<file path="src/rtl/apb_completer_pkg.sv">
// Shared types for the APB register completer.
// State encoding, register indices and the decode bundle.
package apb_completer_pkg;

    typedef enum logic {
        IDLE   = 1'b0,
        ACCESS = 1'b1
    } state_t;

    localparam int IDX_W = 8;

    localparam logic [IDX_W-1:0] REG_ID     = 8'd0;
    localparam logic [IDX_W-1:0] REG_STATUS = 8'd1;

    localparam logic [31:0] ID_VALUE_DEFAULT = 32'hA11C_0001;

    typedef struct packed {
        logic [IDX_W-1:0] index;
        logic             is_read_only;
        logic             err;
    } dec_t;

endpackage

</file>
<file path="src/rtl/apb_addr_decode.sv">
// Combinational APB address decode.
// Flags misaligned, unmapped and read-only-write accesses.
module apb_addr_decode
    import apb_completer_pkg::*;
#(
    parameter int ADDR_WIDTH = 16,
    parameter int NUM_REGS   = 8
) (
    input  logic [ADDR_WIDTH-1:0] paddr,
    input  logic                  pwrite,
    output dec_t                  dec
);

    localparam logic [ADDR_WIDTH:0] LIMIT = (ADDR_WIDTH+1)'(4 * NUM_REGS);

    logic             misaligned;
    logic             out_of_range;
    logic [IDX_W-1:0] index;
    logic             read_only;

    assign misaligned   = |paddr[1:0];
    assign out_of_range = {1'b0, paddr} >= LIMIT;
    assign index        = IDX_W'(paddr >> 2);
    assign read_only    = (index == REG_ID) || (index == REG_STATUS);

    assign dec.index        = index;
    assign dec.is_read_only = read_only;
    assign dec.err          = misaligned | out_of_range
                            | (pwrite & read_only);

endmodule

</file>
<file path="src/rtl/apb_regs_completer.sv">
// APB completer with wait states exposing a small register file.
// Reg 0 is a fixed ID, reg 1 reads core status, the rest are RW.
module apb_regs_completer
    import apb_completer_pkg::*;
#(
    parameter int                   ADDR_WIDTH  = 16,
    parameter int                   DATA_WIDTH  = 32,
    parameter int                   NUM_REGS    = 8,
    parameter int                   WAIT_STATES = 1,
    parameter logic [DATA_WIDTH-1:0] ID_VALUE   = ID_VALUE_DEFAULT
) (
    input  logic                           clk,
    input  logic                           preset,
    input  logic [ADDR_WIDTH-1:0]          paddr,
    input  logic                           pwrite,
    input  logic                           psel,
    input  logic                           penable,
    input  logic [DATA_WIDTH-1:0]          pwdata,
    output logic                           pready,
    output logic [DATA_WIDTH-1:0]          prdata,
    output logic                           pslverr,
    input  logic [DATA_WIDTH-1:0]          status_i,
    output logic [NUM_REGS*DATA_WIDTH-1:0] regs_o,
    output logic [NUM_REGS-1:0]            wr_pulse_o
);

    localparam int          RW = $clog2(NUM_REGS);
    localparam logic [3:0]  WS = 4'(WAIT_STATES);

    state_t                state;
    state_t                state_nx;
    logic [3:0]            cnt;
    dec_t                  dec;
    dec_t                  dec_q;
    logic                  wr_q;
    logic [DATA_WIDTH-1:0] wdata_q;
    logic [DATA_WIDTH-1:0] status_q;
    logic [DATA_WIDTH-1:0] rw_regs [NUM_REGS];
    logic                  setup;
    logic                  commit;
    logic [RW-1:0]         ridx;

    apb_addr_decode #(
        .ADDR_WIDTH (ADDR_WIDTH),
        .NUM_REGS   (NUM_REGS)
    ) u_decode (
        .paddr  (paddr),
        .pwrite (pwrite),
        .dec    (dec)
    );

    assign setup  = (state == IDLE) && psel && !penable;
    assign ridx   = dec_q.index[RW-1:0];
    assign commit = pready && wr_q && !dec_q.err && !dec_q.is_read_only;

    always_ff @(posedge clk) begin
        if (preset) state <= IDLE;
        else        state <= state_nx;
    end

    always_comb begin
        state_nx = state;
        unique case (state)
            IDLE:   if (setup) state_nx = ACCESS;
            ACCESS: if (!psel || pready) state_nx = IDLE;
            default: state_nx = IDLE;
        endcase
    end

    // Outputs depend only on latched decode plus the handshake strobes.
    always_comb begin
        pready  = 1'b0;
        pslverr = 1'b0;
        prdata  = '0;
        if (state == ACCESS && psel && penable && cnt == WS) begin
            pready  = 1'b1;
            pslverr = dec_q.err;
            if (!wr_q && !dec_q.err) begin
                unique case (1'b1)
                    (dec_q.index == REG_ID):     prdata = ID_VALUE;
                    (dec_q.index == REG_STATUS): prdata = status_q;
                    default:                     prdata = rw_regs[ridx];
                endcase
            end
        end
    end

    always_ff @(posedge clk) begin
        if (preset) begin
            cnt        <= '0;
            dec_q      <= '0;
            wr_q       <= 1'b0;
            wdata_q    <= '0;
            status_q   <= '0;
            wr_pulse_o <= '0;
            for (int i = 0; i < NUM_REGS; i++) rw_regs[i] <= '0;
        end else begin
            wr_pulse_o <= '0;
            if (setup) begin
                cnt      <= '0;
                dec_q    <= dec;
                wr_q     <= pwrite;
                wdata_q  <= pwdata;
                status_q <= status_i;
            end else if (state == ACCESS && psel && penable && cnt != WS) begin
                cnt <= cnt + 4'd1;
            end
            if (commit) begin
                rw_regs[ridx]    <= wdata_q;
                wr_pulse_o[ridx] <= 1'b1;
            end
        end
    end

    for (genvar n = 0; n < NUM_REGS; n++) begin : g_regs
        if (n == 0) begin : g_id
            assign regs_o[n*DATA_WIDTH +: DATA_WIDTH] = ID_VALUE;
        end else if (n == 1) begin : g_status
            assign regs_o[n*DATA_WIDTH +: DATA_WIDTH] = status_i;
        end else begin : g_rw
            assign regs_o[n*DATA_WIDTH +: DATA_WIDTH] = rw_regs[n];
        end
    end

endmodule

</file>
<file path="config.mk">
export PLATFORM = sky130hd
export DESIGN_NAME = apb_regs_completer
export DESIGN_NICKNAME = d
export VERILOG_FILES = /design/src/rtl/apb_completer_pkg.sv /design/src/rtl/apb_addr_decode.sv /design/src/rtl/apb_regs_completer.sv
export SDC_FILE = /design/constraint.sdc
export NUM_CORES = 1
export LEC_CHECK = 0
export BUFFER_PORTS_ARGS = -buffer_cell sky130_fd_sc_hd__buf_2
export CAP_MARGIN = 30
export CORE_MARGIN = 2
export CORE_UTILIZATION = 55
export CTS_BUF_LIST = sky130_fd_sc_hd__clkbuf_8
export DETAILED_ROUTE_END_ITERATION = 10
export GPL_ROUTABILITY_DRIVEN = 0
export PLACE_DENSITY_LB_ADDON = 0.08
export SLEW_MARGIN = 20
export SYNTH_ARGS = -nofsm -noshare
export SYNTH_HDL_FRONTEND = slang
export SYNTH_SLANG_ARGS = --single-unit
</file>
<file path="constraint.sdc">
create_clock -name clk -period 2.65 [get_ports clk]
set_input_delay 0.265 -clock clk [delete_from_list [all_inputs] [get_ports clk]]
set_output_delay 0.265 -clock clk [all_outputs]
set_load 0.03 [all_outputs]
</file>
==> impl_metrics.csv <==
group,metric,value,unit
logic_synthesis,synth-async-reset-ratio,0,%
clock_tree,cts_buffer_depth,3,
min_path,hold_path.class,"input port to flip-flop",
worst_setup_path,start_kind,"flip-flop",
placement,dp.final_hpwl,28900,microns
power_and_ir_drop,p_per_area,583,mW/mm^2
clock_tree,numClockSinks,347,
finish,finalNetCount,1705,
sta,rsz0062_at_grt,"true",
logic_synthesis,syn_area,0.0154,sq mm
global_routing,gr-total-overflow,0,
clock_tree,clock_latency,0.59,ns
sta,postLayoutSetupSlackWorst,-0.400,ns
sta,finalHoldViolations,0,
global_routing,antenna_found_initial,1,
drt,dr_total_vias,11300,
global_routing,grt_pass1_wl,68100,microns
drt,drcViolationCount,0,
logic_synthesis,synth_xor_area_share,0.114,%
die,ios,383,
finish,final_cell_mix,"buf_2, and2_1, edfxtp_1",
placement,post-place-cells,1849,
power_and_ir_drop,p_leak,8.34,nW
global_routing,grt_pass1_vias,11200,
logic_synthesis,synth_simple_gate_area_share,16.4,%
worst_setup_path,required,2.38,ns
sta,fin_crit,3.05,ns
drt,vias_per_cell,5.52,
die,core_region_area,0.0277,sq mm
finish,fillers,1942,
drt,drtAntennaViolNets,0,
die,num_rows,61,
worst_setup_path,cp.arrival,2.79,ns
clock_tree,clkSlewWorstSetupHoldPaths,0.06,ns
logic_synthesis,synth_fa_ha_area_share,0.162,%
die,die_y,171,microns
status,failed_checks,"setup timing",
sta,slew_violations,0,
logic_synthesis,synth_cell_types,41,
sta,slew_headroom,50.9,%
logic_synthesis,ys_warn_count,0,
sta,timing.fmax,0.328,GHz
logic_synthesis,synth_top_family_by_area,"simple AND/OR/NAND/NOR gates",
placement,place_area,0.0177,sq mm
sta,finalCritPeriodShare,115,%
drt,drt-wirelength-per-cell,23.3,microns
sta,fin_worst_skew,0.0124,ns
worst_setup_path,critPathMaxFanout,7,
finish,mostFrequentLayoutCell,"buf_2",
clock_tree,htreeDepth,2,
placement,numPortBuffers,350,
finish,final_core_util,72.5,%
logic_synthesis,ys_ff_latch,347,
status,status,"finished, violations left",
logic_synthesis,synth_flop_cell,"edfxtp_1",
finish,area_growth,30.4,%
worst_setup_path,crit_path_end_kind,"output port",
power_and_ir_drop,vdd.ir_drop.worst,0.370,mV
finish,layout-drive-gt1-share,38.6,%
die,fp.dieW,171,microns
clock_tree,tritoncts.num_buffers,55,
logic_synthesis,synth.area.mux_share,11.2,%
die,die-area,0.0294,sq mm
drt,first_pass_iters,5,
finish,fin_cells,2042,
clock_tree,clock-root-buffer,"clkbuf_8",
logic_synthesis,synth_compound_area_share,4.97,%
power_and_ir_drop,power,11.7,mW
placement,dpl_worst_slack,0.0469,ns
logic_synthesis,avgSynthCellArea,13.1,sq um
logic_synthesis,ys_seq_area_share,61.7,%
die,start_util,55.6,%
sta,setup_viol,32,
drt,drt_wl_total,47600,microns
sta,fin_hold_ws,0.0660,ns
global_routing,grt_max_degree,58,
global_routing,grt_usage,32.1,%
finish,finish.instance_area,0.0201,sq mm
finish,diodes,0,
sta,tightest_slew,0.737,ns
clock_tree,cts_tree,"yes",
worst_setup_path,critPathKind,"flip-flop to output port",
logic_synthesis,synthCells,1174,
drt,drtIter0Drc,1002,
sta,tns,-10.79,ns
logic_synthesis,synth_enable_flop_cells,256,
run,cap_violations,0,
## synthesized netlist by cell type (all sizes together) (7+ instances only)
cell type	n	area share, %
and2	256	10
edfxtp	256	50
nand2	152	3.7
dfxtp	91	12
buf	83	3.8
a21oi	77	2.5
mux4	64	9.4
clkbuf	56	1.4
a22o	25	1.6
mux2	25	1.8
nor2	12	0.31
inv	10	0.24
nor3	8	0.26
or2	8	0.32
a211oi	7	0.34
a311oi	7	0.40
nor2b	7	0.28
## report_power, final
part | switching [mW] | internal, mW | leakage [nW]
Sequential | 0.148 | 6.01 | 3.37
Combinational | 0.843 | 0.503 | 4.31
Clock | 2.06 | 2.15 | 0.651
## critical path: stages, from the launching register on
cell and delay [ns]:
dfxtp_2 0.32, inv_2 0.06, ha_4 0.11, or3b_4 0.37, or4_4 0.46, nor3b_4 0.25
buf_6 0.18, buf_12 0.15, a22o_2 0.16, buf_6 0.12
## final timing paths
check	endpoint	slack [ns]	from	cells after the start
worst max-delay path	prdata[3]	-0.40	cnt[1]	9
worst min-delay path	status_q[0]	0.07	status_i[0]	3
worst max register to register	rw_regs[3][12]	0.29	cnt[1]	8
worst min register to register	status_q[0]	0.46	status_q[0]	2
## sequential cells by signal, summed over array words and instances (netlist names), named ones only
signal / flops
rw_regs: 256
dec_q: 10
state: 1
wr_pulse_o: 8
cnt: 4
wr_q: 1
wdata_q: 32
status_q: 32
## cell families (layout without fill, tap and decap cells)
group,after synthesis,in the layout
simple gates,465,465
flops,347,347
buf+inv,149,609
compound gates,118,118
mux,89,89
fa+ha+maj,2,2
other cells,2,32
xor+xnor,2,2
## cell type report
type,count,area [sq um],share of cell area [%]
clock buffer,63,867,4.32
clock inverter,40,154,0.766
multi-input combinational,708,5500,27.4
timing repair buffer,496,3540,17.6
inverter,10,37.5,0.187
tap,378,473,2.35
sequential,347,9520,47.4
## per-layer routing
layer	share of wire [%]	track usage (%)	vias to the layer above
li1	-	-	4991
met1	39	41.6	5601
met5	0	0	-
met3	8.5	7.18	68
met4	2.0	8.55	0
met2	50	54.9	608
## timing repair
item | CTS | global route
pin swaps | 22 | 8
hold buffers | 74 | 0
buffers inserted | 9 | 9
gates resized for setup | 109 | 18
hold endpoints to repair | 76 | 0
endpoints found under the setup margin | 32 | 32
gates cloned | 3 | 0
Power figures use the tool's default switching activity.
